===== config.mk =====
export PLATFORM = sky130hd
export DESIGN_NAME = conv_sequencer
export DESIGN_NICKNAME = d
export VERILOG_FILES = /design/src/rtl/cnn_pkg.sv /design/src/rtl/wrap_counter.sv /design/src/rtl/conv_sequencer.sv
export SDC_FILE = /design/constraint.sdc
export NUM_CORES = 1
export LEC_CHECK = 0
export CAP_MARGIN = 20
export CORE_UTILIZATION = 40
export DETAILED_ROUTE_END_ITERATION = 16
export PLACE_DENSITY = 0.67
export SETUP_SLACK_MARGIN = 0.2
export SLEW_MARGIN = 20
export SYNTH_ARGS = -nofsm -noshare
export SYNTH_HDL_FRONTEND = slang
export SYNTH_SLANG_ARGS = --single-unit

===== constraint.sdc =====
create_clock -name clk -period 3.65 [get_ports clk]
set_clock_uncertainty 0.15 [all_clocks]
set_input_delay 0.5475 -clock clk [delete_from_list [all_inputs] [get_ports clk]]
set_output_delay 0.5475 -clock clk [all_outputs]
set_load 0.05 [all_outputs]

===== src/rtl/cnn_pkg.sv =====
// Shared sequencer state encoding and configuration-legality limits for the conv datapath.
package cnn_pkg;

  typedef enum logic [2:0] {
    StIdle,
    StLdFilt,
    StLdRow,
    StAccClr,
    StMac,
    StWrite,
    StShift,
    StDone
  } state_e;

  localparam int unsigned MinCount  = 1;
  localparam int unsigned MinStride = 1;

  function automatic logic cfg_legal(input int unsigned rows, input int unsigned cols,
                                     input int unsigned num_filt, input int unsigned stride,
                                     input int unsigned max_f, input int unsigned k);
    return (rows >= MinCount) && (cols >= MinCount) && (num_filt >= MinCount) &&
           (num_filt <= max_f) && (stride >= MinStride) && (stride <= k);
  endfunction

endpackage


===== src/rtl/wrap_counter.sv =====
// Modulo counter with synchronous clear; wrap_o flags the enabled step from modulus-1 back to 0.
module wrap_counter #(
  parameter int unsigned Width = 2
) (
  input  logic             clk_i,
  input  logic             rst_i,
  input  logic             clr_i,
  input  logic             en_i,
  input  logic [Width:0]   modulus_i,
  output logic [Width-1:0] count_o,
  output logic             wrap_o
);

  logic [Width-1:0] count_d, count_q;
  logic             last;

  assign last    = ({1'b0, count_q} == (modulus_i - {{Width{1'b0}}, 1'b1}));
  assign wrap_o  = en_i && last;
  assign count_o = count_q;

  always_comb begin
    count_d = count_q;
    if (clr_i) begin
      count_d = '0;
    end else if (en_i) begin
      count_d = last ? '0 : count_q + Width'(1);
    end
  end

  always_ff @(posedge clk_i or posedge rst_i) begin
    if (rst_i) begin
      count_q <= '0;
    end else begin
      count_q <= count_d;
    end
  end

endmodule


===== src/rtl/conv_sequencer.sv =====
// Convolution sequencer: loads filter and ifmap rows slice by slice, then walks K*K taps
// per output position and hands each result off through a valid/ready write.
module conv_sequencer
  import cnn_pkg::*;
#(
  parameter int unsigned K      = 3,
  parameter int unsigned SLICES = 4,
  parameter int unsigned N_BUF  = 4,
  parameter int unsigned MAX_F  = 8,
  parameter int unsigned CNT_W  = 8
) (
  input  logic                     clk,
  input  logic                     rst,
  input  logic                     start,
  input  logic [CNT_W-1:0]         cfg_out_rows,
  input  logic [CNT_W-1:0]         cfg_out_cols,
  input  logic [$clog2(MAX_F):0]   cfg_num_filt,
  input  logic [1:0]               cfg_stride,
  input  logic                     in_valid,
  output logic                     in_ready,
  output logic                     ld_filt,
  output logic [$clog2(N_BUF)-1:0] buf_sel,
  output logic [SLICES-1:0]        slice_we,
  output logic [$clog2(N_BUF)-1:0] win_base,
  output logic [$clog2(K)-1:0]     tap_row,
  output logic [$clog2(K)-1:0]     tap_col,
  output logic                     win_shift,
  output logic                     acc_clr,
  output logic                     mac_en,
  output logic                     out_valid,
  input  logic                     out_ready,
  output logic [$clog2(MAX_F)-1:0] out_filt,
  output logic [CNT_W-1:0]         out_row,
  output logic [CNT_W-1:0]         out_col,
  output logic                     busy,
  output logic                     done,
  output logic                     cfg_err
);

  localparam int unsigned TW  = $clog2(K);
  localparam int unsigned TW1 = TW + 1;
  localparam int unsigned SW  = $clog2(SLICES);
  localparam int unsigned BW  = $clog2(N_BUF);
  localparam int unsigned FW  = $clog2(MAX_F);
  localparam logic [SW:0]    SliceMod = SLICES[SW:0];
  localparam logic [TW:0]    KMod     = K[TW:0];
  localparam logic [BW-1:0]  BufLast  = BW'(N_BUF - 1);

  state_e              state_d, state_q;
  logic [CNT_W-1:0]    rows_d, rows_q, cols_d, cols_q;
  logic [FW:0]         nf_d, nf_q;
  logic [1:0]          stride_d, stride_q;
  logic                cfg_err_d, cfg_err_q;
  logic [BW-1:0]       wr_ptr_d, wr_ptr_q, win_base_d, win_base_q;

  logic                loading, beat, start_ok, legal;
  logic [SW-1:0]       slice_cnt;
  logic [TW-1:0]       aux_cnt, tcol_cnt, trow_cnt;
  logic [TW:0]         aux_mod;
  logic                slice_wrap, aux_en, aux_wrap, tcol_wrap, trow_wrap;
  logic                pos_en, col_wrap, row_wrap, filt_wrap;
  logic [CNT_W-1:0]    col_cnt, row_cnt;
  logic [FW-1:0]       filt_cnt;

  assign loading  = (state_q == StLdFilt) || (state_q == StLdRow);
  assign beat     = loading && in_valid;
  assign start_ok = (state_q == StIdle) && start;
  assign legal    = cfg_legal(32'(cfg_out_rows), 32'(cfg_out_cols), 32'(cfg_num_filt),
                              32'(cfg_stride), MAX_F, K);

  // One row is K slices-rows on a fresh window, otherwise only the stride's worth of new rows.
  assign aux_mod = ((state_q == StLdFilt) || ((state_q == StLdRow) && (row_cnt == '0))) ?
                   KMod : TW1'(stride_q);
  assign aux_en  = (loading && slice_wrap) || (state_q == StShift);
  assign pos_en  = (state_q == StWrite) && out_ready;

  wrap_counter #(.Width(SW)) u_slice_cnt (
    .clk_i(clk), .rst_i(rst), .clr_i(start_ok), .en_i(beat), .modulus_i(SliceMod),
    .count_o(slice_cnt), .wrap_o(slice_wrap)
  );

  wrap_counter #(.Width(TW)) u_aux_cnt (
    .clk_i(clk), .rst_i(rst), .clr_i(start_ok), .en_i(aux_en), .modulus_i(aux_mod),
    .count_o(aux_cnt), .wrap_o(aux_wrap)
  );

  wrap_counter #(.Width(TW)) u_tcol_cnt (
    .clk_i(clk), .rst_i(rst), .clr_i(start_ok), .en_i(state_q == StMac), .modulus_i(KMod),
    .count_o(tcol_cnt), .wrap_o(tcol_wrap)
  );

  wrap_counter #(.Width(TW)) u_trow_cnt (
    .clk_i(clk), .rst_i(rst), .clr_i(start_ok), .en_i(tcol_wrap), .modulus_i(KMod),
    .count_o(trow_cnt), .wrap_o(trow_wrap)
  );

  wrap_counter #(.Width(CNT_W)) u_col_cnt (
    .clk_i(clk), .rst_i(rst), .clr_i(start_ok), .en_i(pos_en), .modulus_i({1'b0, cols_q}),
    .count_o(col_cnt), .wrap_o(col_wrap)
  );

  wrap_counter #(.Width(CNT_W)) u_row_cnt (
    .clk_i(clk), .rst_i(rst), .clr_i(start_ok), .en_i(col_wrap), .modulus_i({1'b0, rows_q}),
    .count_o(row_cnt), .wrap_o(row_wrap)
  );

  wrap_counter #(.Width(FW)) u_filt_cnt (
    .clk_i(clk), .rst_i(rst), .clr_i(start_ok), .en_i(row_wrap), .modulus_i(nf_q),
    .count_o(filt_cnt), .wrap_o(filt_wrap)
  );

  always_comb begin
    state_d    = state_q;
    rows_d     = rows_q;
    cols_d     = cols_q;
    nf_d       = nf_q;
    stride_d   = stride_q;
    cfg_err_d  = cfg_err_q;
    wr_ptr_d   = wr_ptr_q;
    win_base_d = win_base_q;
    unique case (state_q)
      StIdle: begin
        if (start) begin
          rows_d     = cfg_out_rows;
          cols_d     = cfg_out_cols;
          nf_d       = cfg_num_filt;
          stride_d   = cfg_stride;
          cfg_err_d  = !legal;
          wr_ptr_d   = '0;
          win_base_d = '0;
          state_d    = legal ? StLdFilt : StDone;
        end
      end
      StLdFilt: if (aux_wrap) state_d = StLdRow;
      StLdRow: begin
        if (slice_wrap) wr_ptr_d = (wr_ptr_q == BufLast) ? '0 : wr_ptr_q + BW'(1);
        if (aux_wrap) begin
          state_d = StAccClr;
          if (row_cnt != '0) begin
            win_base_d = BW'((32'(win_base_q) + 32'(stride_q)) % N_BUF);
          end
        end
      end
      StAccClr: state_d = StMac;
      StMac:    if (trow_wrap) state_d = StWrite;
      StWrite: begin
        if (out_ready) begin
          if (!col_wrap) begin
            state_d = StShift;
          end else if (!row_wrap) begin
            state_d = StLdRow;
          end else if (!filt_wrap) begin
            state_d    = StLdFilt;
            wr_ptr_d   = '0;
            win_base_d = '0;
          end else begin
            state_d = StDone;
          end
        end
      end
      StShift: if (aux_wrap) state_d = StAccClr;
      StDone:  state_d = StIdle;
      default: state_d = StIdle;
    endcase
  end

  always_comb begin
    in_ready  = loading;
    ld_filt   = (state_q == StLdFilt);
    slice_we  = beat ? (SLICES'(1) << (SW'(SLICES - 1) - slice_cnt)) : '0;
    buf_sel   = '0;
    if (state_q == StLdFilt) buf_sel = BW'(aux_cnt);
    if (state_q == StLdRow)  buf_sel = wr_ptr_q;
    win_base  = win_base_q;
    tap_row   = trow_cnt;
    tap_col   = tcol_cnt;
    win_shift = (state_q == StShift);
    acc_clr   = (state_q == StAccClr);
    mac_en    = (state_q == StMac);
    out_valid = (state_q == StWrite);
    out_filt  = filt_cnt;
    out_row   = row_cnt;
    out_col   = col_cnt;
    busy      = (state_q != StIdle) && (state_q != StDone);
    done      = (state_q == StDone);
    cfg_err   = cfg_err_q;
  end

  always_ff @(posedge clk or posedge rst) begin
    if (rst) begin
      state_q    <= StIdle;
      rows_q     <= '0;
      cols_q     <= '0;
      nf_q       <= '0;
      stride_q   <= '0;
      cfg_err_q  <= 1'b0;
      wr_ptr_q   <= '0;
      win_base_q <= '0;
    end else begin
      state_q    <= state_d;
      rows_q     <= rows_d;
      cols_q     <= cols_d;
      nf_q       <= nf_d;
      stride_q   <= stride_d;
      cfg_err_q  <= cfg_err_d;
      wr_ptr_q   <= wr_ptr_d;
      win_base_q <= win_base_d;
    end
  end

endmodule


==> flow_summary.ini <==
[floorplan]
core.rowCount = 34
initial_core_util = 0.415
floorplan.die_area_um2 = 9420
core_area_um2 = 8720
die_w_um = 97.1
floorplan.die.height_um = 97.1
floorplan.io_pins = 67

[setup_path]
path_buf_inv = 2
critPathTopFamily = buffers and inverters
crit_path_top_delay_cell = clkdlybuf4s50_1
data_required_time_at_the_worst_endpoint_ns = 2.95
start_kind = flop
worst_path_arrival_ns = 2.53
crit_fanout = 12
critPathMaxStageDelay_ns = 0.82
critical_path_capture_point_type = output port
category_of_the_critical_setup_timing_path = reg2out
worstPathCellList = inv_1, nand2_1, nor2_1, or2_2, clkdlybuf4s50_1

[place]
placement.setup.worst_slack_ns = 0.516
dp_hpwl_mm = 6.27
place_congestion = 0.820
io_buffer_count = 66

[clock_tree]
clockRootBuffer = clkbuf_8
cts-hold-fix-buffers = 0
numCtsBuffers = 9
ctsHtreeMaxLevel = 3
tritoncts_clock_tree = built
clkSinkCount = 57
post_cts_resized = 0
ctsLongestPathBuffers = 2
clock_insertion_delay_worst_skew_ns = 0.35
post-cts-setup-buffer-count = 0
clk_transition_reported_paths_ns = 0.07

[finish]
leading_cell_types_in_the_layout_fill_and_taps_excluded = clkdlybuf4s50_1, dfrtp_1, o21ai_0, nor2_1, nand2_1
mostFrequentLayoutCell = clkdlybuf4s50_1
area_of_combinational_cells_with_multiple_inputs_um2 = 2070
post_route_cells_drive_above_1_share = 0.121
syn_to_layout_area_delta_pct = 29.5
final_net_count = 506
ff_latch_area_um2 = 1430
num_antenna_cells = 0
fillerInstances = 795

[pwr]
worst_ir_drop_vdd_v = 0.000361
leakage_nw = 2.05
power.density_nw_per_um2 = 797

[run_status]
outcome = finished, final reports clean

[timing]
report.final.slew_viol_count = 0
report.final.hold_viol_count = 0
tns_ns = 0
fin_crit_sh = 0.885
fmax_mhz = 310
period_minus_slack_ns = 3.23
worst_pin_slew_ns = 0.765
worst_hold_slack_ns = 0.374
report.final.setup_viol = 0
rsz0062_at_grt = false
setup_slack_ns = 0.419
max_slew_margin = 0.490

[synthesis]
synthesis.nets = 435
synth_cell_type_count = 52
postSynthCellCount = 394
post_synthesis_instance_area_um2 = 3620
synth_area_per_cell_um2 = 9.18
ys.flop_type = dfrtp_1
asyncSetResetFlopFracSynth = 1.00
synth_warnings = 0
synth_edf_count = 0
synth-seq-area-share = 0.394
yosys_register_bits = 57

[routing]
routed-via-count = 3192
drtIter0Drc = 150
drt.antenna.violating_nets = 0
drtPass1Iterations = 4
routed_vias_inst = 5.52
finalWirelength_mm = 8.70
drt_drc_violations_left = 0
wl_per_cell_um = 15.0

[worst_hold_path]
hold_path_class = reg2reg

[job]
cap_viol_max_count = 0

[global_routing]
grt_pass1_wl_mm = 14.9
pin_count_of_the_biggest_net_entering_global_routing = 58
vias_in_the_first_global_route = 3130
grt_overflow_total = 0
global_route.usage.total = 0.196
antenna_found_initial = 0
-- power breakdown --
| group | internal [mW] | leakage, nW | switching [mW] |
|---|---|---|---|
| clock network | 0.471 | 0.120 | 0.270 |
| logic | 0.806 | 1.20 | 1.06 |
| registers | 0.834 | 0.735 | 0.290 |
| total | 2.11 | 2.05 | 1.62 |
-- cell families after synthesis --
family | share of synthesized area
AND/OR/NAND/NOR | 0.238
AO/OA/AOI/OAI | 0.154
flip-flops | 0.394
buffers and inverters | 0.0353
XOR/XNOR | 0.0772
multiplexers | 0.0529
adder cells (fa/ha/maj) | 0.0484
-- state kept, by name, summed over array words and instances (netlist names) --
name	cells
cfg_err	1
cols_q	8
nf_q	4
rows_q	8
state_q	3
stride_q	2
u_aux_cnt.count_o	2
u_col_cnt.count_o	8
u_filt_cnt.count_o	3
u_row_cnt.count_o	8
u_slice_cnt.count_o	2
u_tcol_cnt.count_o	2
u_trow_cnt.count_o	2
win_base	2
wr_ptr_q	2
-- worst reg2reg max path, cell delays in order, from the launching register on --
cell and delay (ns):
dfrtp_1 0.63, or3b_4 0.49, nor4_4 0.31, nor3_2 0.11
ha_1 0.32, xnor2_1 0.13, nor2_1 0.11, and3_2 0.26
o21ai_2 0.10, o21bai_1 0.17, a211o_1 0.30
-- synth_stat cells (all sizes together), types with 5 or more instances --
| cell | instances | share of area |
|---|---|---|
| o21ai | 34 | 0.048 |
| inv | 21 | 0.022 |
| xnor2 | 23 | 0.058 |
| dfrtp | 57 | 0.39 |
| o31ai | 5 | 0.010 |
| a21oi | 13 | 0.019 |
| nor4 | 12 | 0.025 |
| or3 | 5 | 0.0087 |
| nand3 | 14 | 0.019 |
| nor2 | 31 | 0.032 |
| nand2 | 28 | 0.029 |
| a22o | 5 | 0.012 |
| nor3b | 7 | 0.015 |
| nor2b | 7 | 0.012 |
| a21o | 7 | 0.015 |
| mux2 | 17 | 0.053 |
| xor2 | 8 | 0.019 |
| nand2b | 7 | 0.012 |
| and3 | 14 | 0.025 |
| a31oi | 5 | 0.0087 |
| clkbuf | 9 | 0.0093 |
| nor3 | 16 | 0.026 |
| ha | 14 | 0.048 |
-- layer usage --
layer  track usage  up-vias  part of all wire
li1              -     1560                 -
met1         0.255     1541              0.46
met2         0.320       75              0.48
met3        0.0388       16             0.042
met4        0.0815        0             0.022
met5             0        -                 0
-- metrics by stage --
step	total power [mW]	util	instance area [um^2]	std cells
floorplan	2.47	-	3620	394
global placement	2.94	0.508	4430	562
detailed placement	2.98	0.508	4430	562
CTS	3.75	0.536	4670	578
global route	4.00	0.537	4680	578
finish	3.73	0.537	4680	578
-- cell type report --
type | count | share of cell area
well taps | 108 | 0.0289
inverters | 21 | 0.0168
multi-input cells | 304 | 0.442
repair buffers | 72 | 0.155
clock inverters | 5 | 0.0219
clock buffers | 11 | 0.0302
flip-flops and latches | 57 | 0.305
-- worst paths after layout --
kind	start	end	slack, ns	cells past startpoint
max reg2reg	state_q[1]	state_q[2]	0.48	10
min in group asynchronous	rst	rows_q[6]	0.58	3
max	state_q[0]	in_ready	0.42	5
min	win_base[1]	win_base[1]	0.37	1
min reg2reg	win_base[1]	win_base[1]	0.37	1
max in group asynchronous	rst	u_slice_cnt.count_o[1]	2.27	3
Power figures use the tool's default switching activity.
